**config.mk**
```make
export PLATFORM = sky130hd
export DESIGN_NAME = snake_head_stepper
export DESIGN_NICKNAME = d
export VERILOG_FILES = /design/src/rtl/snake_head_stepper.sv
export SDC_FILE = /design/constraint.sdc
export NUM_CORES = 1
export LEC_CHECK = 0
export ABC_CLOCK_PERIOD_IN_PS = 2750
export CORE_MARGIN = 5
export CORE_UTILIZATION = 35
export CTS_CLUSTER_DIAMETER = 80
export DETAILED_ROUTE_END_ITERATION = 8
export SLEW_MARGIN = 20
export SYNTH_ARGS = -nofsm -noshare
export SYNTH_HDL_FRONTEND = slang
export SYNTH_SLANG_ARGS = --single-unit
```
**constraint.sdc**
```tcl
create_clock -name clk -period 2.75 [get_ports clk]
set_input_delay 0.55 -clock clk [delete_from_list [all_inputs] [get_ports clk]]
set_output_delay 0.55 -clock clk [all_outputs]
set_load 0.01 [all_outputs]
```
**src/rtl/snake_head_stepper.sv**
```systemverilog
// snake_head_stepper: per-player movement stage for the snake game.
// Produces one validated head step per game tick over valid/ready.
module snake_head_stepper #(
    parameter int unsigned GRID_W    = 40,
    parameter int unsigned GRID_H    = 30,
    parameter int unsigned XW        = 6,
    parameter int unsigned YW        = 5,
    parameter int unsigned TICK_DIV  = 2517500,
    parameter int unsigned START_X   = 30,
    parameter int unsigned START_Y   = 15,
    parameter logic [1:0]  START_DIR = 2'b11,
    parameter bit          WRAP      = 1'b1
) (
    input  logic          clk,
    input  logic          rst_n,
    input  logic          run,
    input  logic          restart,
    input  logic [1:0]    dir_in,
    output logic [1:0]    cur_dir,
    output logic [XW-1:0] head_x,
    output logic [YW-1:0] head_y,
    output logic [XW-1:0] next_x,
    output logic [YW-1:0] next_y,
    output logic          step_valid,
    input  logic          step_ready,
    output logic          wall_hit
);

    localparam int unsigned CW = $clog2(TICK_DIV);

    localparam logic [CW-1:0] CNT_MAX = CW'(TICK_DIV - 1);
    localparam logic [XW-1:0] X_MAX   = XW'(GRID_W - 1);
    localparam logic [YW-1:0] Y_MAX   = YW'(GRID_H - 1);
    localparam logic [XW-1:0] X_START = XW'(START_X);
    localparam logic [YW-1:0] Y_START = YW'(START_Y);

    localparam logic [1:0] DIR_UP    = 2'b00;
    localparam logic [1:0] DIR_RIGHT = 2'b01;
    localparam logic [1:0] DIR_DOWN  = 2'b10;
    localparam logic [1:0] DIR_LEFT  = 2'b11;

    localparam logic [1:0] S_IDLE  = 2'd0;
    localparam logic [1:0] S_WAIT  = 2'd1;
    localparam logic [1:0] S_VALID = 2'd2;
    localparam logic [1:0] S_DEAD  = 2'd3;

    logic [1:0]    state_q, state_d;
    logic [CW-1:0] cnt_q, cnt_d;
    logic [1:0]    cur_dir_q, cur_dir_d;
    logic [XW-1:0] head_x_q, head_x_d;
    logic [YW-1:0] head_y_q, head_y_d;
    logic [XW-1:0] next_x_q, next_x_d;
    logic [YW-1:0] next_y_q, next_y_d;
    logic          valid_q, valid_d;
    logic          wall_q, wall_d;

    logic          reversal;
    logic [1:0]    step_dir;
    logic          at_edge;
    logic [XW-1:0] mv_x;
    logic [YW-1:0] mv_y;

    // Candidate step: filter 180-degree reversals, then move with bounded wrap.
    always_comb begin
        reversal = ((dir_in ^ cur_dir_q) == 2'b10);
        step_dir = reversal ? cur_dir_q : dir_in;
        at_edge  = 1'b0;
        mv_x     = head_x_q;
        mv_y     = head_y_q;
        case (step_dir)
            DIR_UP: begin
                at_edge = (head_y_q == '0);
                mv_y    = at_edge ? Y_MAX : head_y_q - YW'(1);
            end
            DIR_RIGHT: begin
                at_edge = (head_x_q == X_MAX);
                mv_x    = at_edge ? '0 : head_x_q + XW'(1);
            end
            DIR_DOWN: begin
                at_edge = (head_y_q == Y_MAX);
                mv_y    = at_edge ? '0 : head_y_q + YW'(1);
            end
            default: begin
                at_edge = (head_x_q == '0);
                mv_x    = at_edge ? X_MAX : head_x_q - XW'(1);
            end
        endcase
    end

    // Tick/handshake FSM; restart overrides everything.
    always_comb begin
        state_d   = state_q;
        cnt_d     = cnt_q;
        cur_dir_d = cur_dir_q;
        head_x_d  = head_x_q;
        head_y_d  = head_y_q;
        next_x_d  = next_x_q;
        next_y_d  = next_y_q;
        valid_d   = valid_q;
        wall_d    = wall_q;
        if (restart) begin
            state_d   = S_IDLE;
            cnt_d     = '0;
            cur_dir_d = START_DIR;
            head_x_d  = X_START;
            head_y_d  = Y_START;
            next_x_d  = X_START;
            next_y_d  = Y_START;
            valid_d   = 1'b0;
            wall_d    = 1'b0;
        end else begin
            case (state_q)
                S_IDLE: begin
                    cnt_d = '0;
                    if (run) begin
                        state_d = S_WAIT;
                    end
                end
                S_WAIT: begin
                    if (!run) begin
                        state_d = S_IDLE;
                        cnt_d   = '0;
                    end else if (cnt_q == CNT_MAX) begin
                        cnt_d     = '0;
                        cur_dir_d = step_dir;
                        if (at_edge && !WRAP) begin
                            wall_d  = 1'b1;
                            state_d = S_DEAD;
                        end else begin
                            next_x_d = mv_x;
                            next_y_d = mv_y;
                            valid_d  = 1'b1;
                            state_d  = S_VALID;
                        end
                    end else begin
                        cnt_d = cnt_q + CW'(1);
                    end
                end
                S_VALID: begin
                    if (step_ready) begin
                        head_x_d = next_x_q;
                        head_y_d = next_y_q;
                        valid_d  = 1'b0;
                        state_d  = run ? S_WAIT : S_IDLE;
                    end
                end
                default: begin
                    state_d = S_DEAD;
                end
            endcase
        end
    end

    // State registers with asynchronous reset to the start position.
    always_ff @(posedge clk or negedge rst_n) begin
        if (!rst_n) begin
            state_q   <= S_IDLE;
            cnt_q     <= '0;
            cur_dir_q <= START_DIR;
            head_x_q  <= X_START;
            head_y_q  <= Y_START;
            next_x_q  <= X_START;
            next_y_q  <= Y_START;
            valid_q   <= 1'b0;
            wall_q    <= 1'b0;
        end else begin
            state_q   <= state_d;
            cnt_q     <= cnt_d;
            cur_dir_q <= cur_dir_d;
            head_x_q  <= head_x_d;
            head_y_q  <= head_y_d;
            next_x_q  <= next_x_d;
            next_y_q  <= next_y_d;
            valid_q   <= valid_d;
            wall_q    <= wall_d;
        end
    end

    assign cur_dir    = cur_dir_q;
    assign head_x     = head_x_q;
    assign head_y     = head_y_q;
    assign next_x     = next_x_q;
    assign next_y     = next_y_q;
    assign step_valid = valid_q;
    assign wall_hit   = wall_q;

endmodule

```
==> results of run 1 <==
==> worst paths after layout <==
kind	startpoint	endpoint	slack, ns	cells after the start
worst max-delay path	dir_in[0]	next_y[4]	0.55	6
worst min-delay path	rst_n	cnt_q[6]	0.17	1
worst max register to register	cnt_q[1]	cnt_q[5]	0.55	6
worst min register to register	next_x[3]	next_x[3]	0.52	2
max in group asynchronous	rst_n	head_x[4]	1.95	2
min in group clk	next_x[3]	next_x[3]	0.52	2
==> cell type report <==
class | count | area [um^2] | area share, %
multi-input combinational | 257 | 1620 | 46.1
timing repair buffer | 40 | 373 | 10.6
clock buffer | 8 | 90.1 | 2.57
sequential | 49 | 1250 | 35.6
tap | 105 | 131 | 3.75
inverter | 12 | 45.0 | 1.28
==> per-stage QoR <==
stage	total power (uW)	worst slack [ns]
after global routing	1490	0.333
after detailed placement	983	0.231
after floorplan	893	0.709
after CTS	1440	0.531
final	1420	0.549
after global placement	980	0.224
==> flip-flops by register name, summed over array words and instances (netlist names) <==
name,cells
cnt_q,22
head_x,6
next_x,6
head_y,5
next_y,5
cur_dir,2
state_q,2
step_valid,1
==> layer usage <==
layer  vias to the layer above  track usage, %  part of all wire (%)
li1                       1263               -                     -
met1                      1272            19.2                    47
met2                        40            24.0                    48
met3                         5            2.57                   3.5
met4                         0            3.94                   1.1
met5                         -               0                     0
==> Yosys cell counts, drive strengths merged, types with 7 or more instances <==
cell	number	area share, %
a21oi	19	3.2
a31oi	11	2.3
and3	7	1.5
buf	7	1.4
clkbuf	14	1.7
dfrtp	31	26
dfstp	18	16
ha	7	2.9
inv	12	1.5
nand2	28	3.5
nand2b	7	1.5
nand3	16	2.8
nor2	42	5.2
nor3	16	2.7
nor4	9	2.4
o21ai	13	2.2
xnor2	18	5.2
==> layout by cell type (no fill, tap or decap), drive strengths merged, types with 2 or more instances in the layout <==
master,n
nand2b,7
nand2,28
or4,2
nor4,9
and2,3
a21oi,19
xnor2,18
clkdlybuf4s50,30
mux2,2
o21ai,13
nand3b,4
dfrtp,31
inv,12
and4,2
o31ai,2
nor3b,3
dfstp,18
xor2,5
nand3,16
a22o,2
mux2i,5
and3,7
nor2,42
nor3,16
ha,7
o21bai,2
o221ai,2
clkbuf,8
a31oi,11
nand4,3
nor2b,3
nand4bb,2
buf,10
o32ai,2
o41ai,2
==> critical path: stages <==
cell and delay (ns):
clkdlybuf4s50_1 0.44, xnor2_1 0.29, mux2_4 0.34, or4_1 0.46, a31oi_1 0.20, o41ai_2 0.09
==> power breakdown <==
group	switching [uW]	internal [uW]	total [uW]
registers	27.1	747	774
logic	105	88.4	194
clock network	245	206	451
==> kinds of logic (layout without fill, tap and decap cells) <==
| logic type | Yosys count | in the layout |
|---|---|---|
| adder cells (fa/ha/maj) | 7 | 7 |
| XOR/XNOR | 23 | 23 |
| multiplexers | 7 | 7 |
| AO/OA/AOI/OAI | 66 | 66 |
| AND/OR/NAND/NOR | 153 | 153 |
| buffers and inverters | 33 | 60 |
| other | 1 | 1 |
| flip-flops | 49 | 49 |
==> summary.txt, run 1 <==
Final layout
  – Design area: between 3000 and 4000 um^2
  – Finished Layout Cells: 471
  – Ant. Diodes: 0
  – Layout cells sized above 1: 11.2%
  – Area Overhead vs Synth: 16.7%
  – Layout fillers: between 800 and 900
  – Final Core Density: between 40% and 50%
  – Nets: between 300 and 400

Global route
  – Largest net degree at the start of global routing: 28
  – Vias in the first global route: 2523
  – Total global-route track usage: 14.4%
  – Global-route wire length before repair: 12300 um
  – Initial antenna violation count: 0
  – Overflow after GRT: 0

CTS
  – Clk sinks: 49
  – Clock Latency Late Sink: around 0.30 ns
  – CTS Buffer Depth: 2
  – Root buffer cell: clkbuf_8
  – H-tree depth: 2
  – CTS tree: yes
  – Hold buffer count at CTS: 0
  – Post-CTS sizing: 0
  – Post CTS Setup Buffer Count: 0
  – Register clock-pin slew on the reported worst setup and hold paths: 0.09 ns
  – Cts bufs inserted: 5

Critical path
  – CP Capture Type: register
  – WP data arrival: 2.37 ns
  – CP Class: in2reg
  – Worst Path Required: 2.92 ns
  – Worst Setup Start Kind: input port
  – Crit-path max FO: 2

STA
  – Post-layout minimum cycle time: 2.20 ns
  – Unrepaired setup endpoints after global routing: no
  – Final hold slack: 0.173 ns
  – Setup tns final: 0 ns
  – Fmax: 454 MHz
  – Slew @ Worst Pin: a little over 0.7 ns
  – Period utilization: around four fifths
  – Setup Viol. Count Final: 0
  – Rel. slew slack: 52.7%
  – Final count of hold timing violations: 0
  – Worst clock skew: ~0.006 ns
  – Max Slew Vio Count: 0

Yosys
  – Syn nets: 353
  – XOR/XNOR share of the synthesized area: 6.70%
  – Number of synthesized flops with an enable pin: 0
  – Cell variety after synth: 59
  – Synth Area in Adders: 2.91%
  – Post-synthesis simple-gate area fraction: between 20% and 30%
  – Synth Instances: 339
  – Mapped Area: 3010 um^2
  – Largest family of logic cells by synthesized area: simple AND/OR/NAND/NOR gates
  – Synthesized flop and latch total: 49
  – Synth Area in Compound Gates: 14.8%
  – Post-synthesis sequential area ratio: 41.5%
  – Asr flop ratio synth: 100%
  – Top_reg_cell synth: dfrtp_1
  – Total of warnings raised by yosys: 0
  – Post-synthesis mux area share: about 2.5%
  – Syn avg cell area: approximately 8.9 um^2

Detailed routing
  – Vias per inst: 5.48
  – DR DRC count: 0
  – First drt pass iteration count: 4
  – Post-route antenna net violation count: 0
  – Starting DRT DRC Count: 79
  – Total wire length: approximately 7200 um
  – WL/cell: 15.2 um
  – Via count: about 2600

Power and ir drop
  – Pwr dens: around 400 nW/um^2
  – Worst VDD drop: 216 uV
  – Static Leak: 0.00135 uW

Placement
  – RePlAce Congestion: 0.814
  – Number of placed cells counting well taps: 463
  – Detailed placement HPWL: a little over 5000 um
  – Port Buffers: 31
  – DP Area: roughly 3400 um^2

Floorplan
  – IO Pins: 33
  – Core Area: between 8000 and 9000 um^2
  – Row count: 33
  – Die X-Extent: 103 um
  – Die ar.: 10500 um^2
  – Die height: 103 um
  – Initial Util: a little over a third

Min path
  – Hold WC Path Type: in2async

Outcome
  – Status: completed

Job
  – Maximum capacitance violations: 0
Power figures use the tool's default switching activity.
==> run 2: changes to the inputs <==
--- a/config.mk
+++ b/config.mk
@@ -5,7 +5,7 @@
 export SDC_FILE = /design/constraint.sdc
 export NUM_CORES = 1
 export LEC_CHECK = 0
-export ABC_CLOCK_PERIOD_IN_PS = 2750
+export ABC_CLOCK_PERIOD_IN_PS = 2100
 export CORE_MARGIN = 5
 export CORE_UTILIZATION = 35
 export CTS_CLUSTER_DIAMETER = 80
==> constraint.sdc (replaced) <==
create_clock -name clk -period 2.1 [get_ports clk]
set_input_delay 0.42 -clock clk [delete_from_list [all_inputs] [get_ports clk]]
set_output_delay 0.42 -clock clk [all_outputs]
set_load 0.01 [all_outputs]
==> summary.txt, run 2 (synthesis results as in run 1) <==
Final layout
  – Most frequent cells in the layout: nor2_1, dfrtp_1, clkdlybuf4s50_1
  – Ant. Diodes: 0
  – Commonest non-fill, non-tap cell in the layout: nor2_1
  – Biggest register: cnt_q
  – Nets: 392
  – Layout cells sized above 1: 16.6%
  – Area Overhead vs Synth: 23.4%
  – Max FFs per register: 22
  – Final Core Density: 44.7%

Floorplan
  – Die ar.: approximately 11000 um^2
  – IO Pins: 33
  – Die X-Extent: about 100 um
  – Core Area: 8300 um^2
  – Initial Util: 36.2%
  – Die height: slightly above 100 um
  – Row count: 33

CTS
  – CTS Buffer Depth: 2
  – Register clock-pin slew on the reported worst setup and hold paths: 0.10 ns
  – Clk sinks: 49
  – H-tree depth: 2
  – Cts bufs inserted: 5
  – Root buffer cell: clkbuf_8
  – Clock Latency Late Sink: roughly 0.31 ns
  – CTS tree: yes
  – Hold buffer count at CTS: 0

Critical path
  – Worst R2R End: next_y[4]
  – R2r worst-path depth: 5
  – Crit-path cells: clkdlybuf4s50_1, xnor2_2, mux2_4, or4_1, a31oi_1, o41ai_2
  – CP Capture Type: register
  – Worst path max stage delay: around 0.47 ns
  – Family with the most delay on the worst path: buffers and inverters
  – Worst Setup Start Kind: input port
  – Reg2reg setup slack: 0.12 ns
  – Worst path bufs/invs: 1
  – CP Class: in2reg
  – FF-to-FF Start: cnt_q[19]
  – Crit-path max FO: 2
  – WP data arrival: 2.20 ns
  – Worst Path Required: 2.29 ns
  – CP max stage cell: clkdlybuf4s50_1

Global route
  – Initial antenna violation count: 0
  – Vias in the first global route: 2552
  – Global-route wire length before repair: ~12000 um
  – Largest net degree at the start of global routing: 31
  – Total global-route track usage: 14.8%
  – Overflow after GRT: 0

Detailed routing
  – Vias per inst: 5.23
  – First drt pass iteration count: 4
  – Total wire length: 7120 um
  – Post-route antenna net violation count: 0
  – Via count: about 2500
  – DR DRC count: 0
  – WL/cell: 14.7 um
  – Starting DRT DRC Count: around 90

Job
  – Maximum capacitance violations: 0

STA
  – Worst clock skew: approximately 0.013 ns
  – Max Slew Vio Count: 0
  – Final count of hold timing violations: 0
  – Period utilization: between 90 and 100%
  – Slew @ Worst Pin: 0.633 ns
  – Setup Viol. Count Final: 0
  – Rel. slew slack: a little under three fifths
  – Post-layout minimum cycle time: 2.01 ns
  – Unrepaired setup endpoints after global routing: no
  – Fmax: about 500 MHz

Power and ir drop
  – Pwr dens: 544 nW/um^2
  – Worst VDD drop: between 300 and 400 uV
  – Static Leak: roughly 0.0014 uW
  – Final Power: 2020 uW

Placement
  – Detailed placement HPWL: 5110 um
  – Port Buffers: 31
  – RePlAce Congestion: 0.839

Min path
  – Hold WC Path Type: in2async

Outcome
  – Status: completed
-- run 2: stage by stage --
| step | setup WS, ns | instance area, um^2 | std cells | TNS (ns) | hold slack [ns] |
|---|---|---|---|---|---|
| 2_1_floorplan | 0.0810 | 3010 | 339 | 0 | 0.124 |
| 3_3_place_gp | -0.252 | 3540 | 476 | -2.10 | 0.405 |
| 3_5_place_dp | -0.256 | 3540 | 476 | -2.51 | 0.416 |
| 4_1_cts | 0.00777 | 3660 | 484 | 0 | 0.0681 |
| 5_1_grt | 0.000112 | 3710 | 484 | 0 | 0.0824 |
| 6_report | 0.0917 | 3710 | 484 | 0 | 0.0494 |
-- run 2: final cells by class --
cell class | count | area, um^2
Clock buffer | 6 | 82.6
Fill cell | 810 | 4590
Tap cell | 105 | 131
Clock inverter | 2 | 37.5
Sequential cell | 49 | 1250
Timing Repair Buffer | 53 | 499
Inverter | 12 | 45.0
Multi-Input combinational cell | 257 | 1660
-- run 2: worst max-delay path by stage --
stage / startpoint / endpoint / slack [ns] / depth (start not counted)
detailed placement: dir_in[0] / next_y[4] / -0.26 / 6
global placement: dir_in[0] / next_y[4] / -0.25 / 6
CTS: cnt_q[19] / next_y[4] / 0.008 / 5
floorplan: cur_dir[0] / next_y[4] / 0.08 / 5
finish: dir_in[0] / next_y[4] / 0.09 / 6
global route: dir_in[0] / next_y[4] / 0.0001 / 6
-- run 2: what timing repair did --
| action | 4_1_cts | 5_1_grt |
|---|---|---|
| endpoints found under the setup margin | 0 | 12 |
| gates resized for setup | 0 | 9 |
| buffers inserted | 0 | 0 |
-- run 2: worst register-to-register path: cells and delay by family, from the launching register on --
family	cells	cell delay, ns
DFF	1	0.42
and+or+nand+nor	2	0.74
AOI/OAI and AO/OA	2	0.55
buffers and inverters	1	0.17
-- run 2: power by group --
part / leakage (uW) / internal (uW) / switching [uW]
sequential: 0.000621 / 978 / 37.0
clock: 0.0000574 / 388 / 339
combinational: 0.000767 / 133 / 142
total: 0.00145 / 1500 / 518
-- run 2: per-layer routing --
layer	global-route usage [%]	wire (um)	vias up	part of all wire, %
met2	24.0	3410	49	48
li1	-	-	1282	-
met5	0	0	-	0
met3	2.77	282	9	4.0
met1	20.2	3300	1190	46
met4	4.14	124	0	1.7
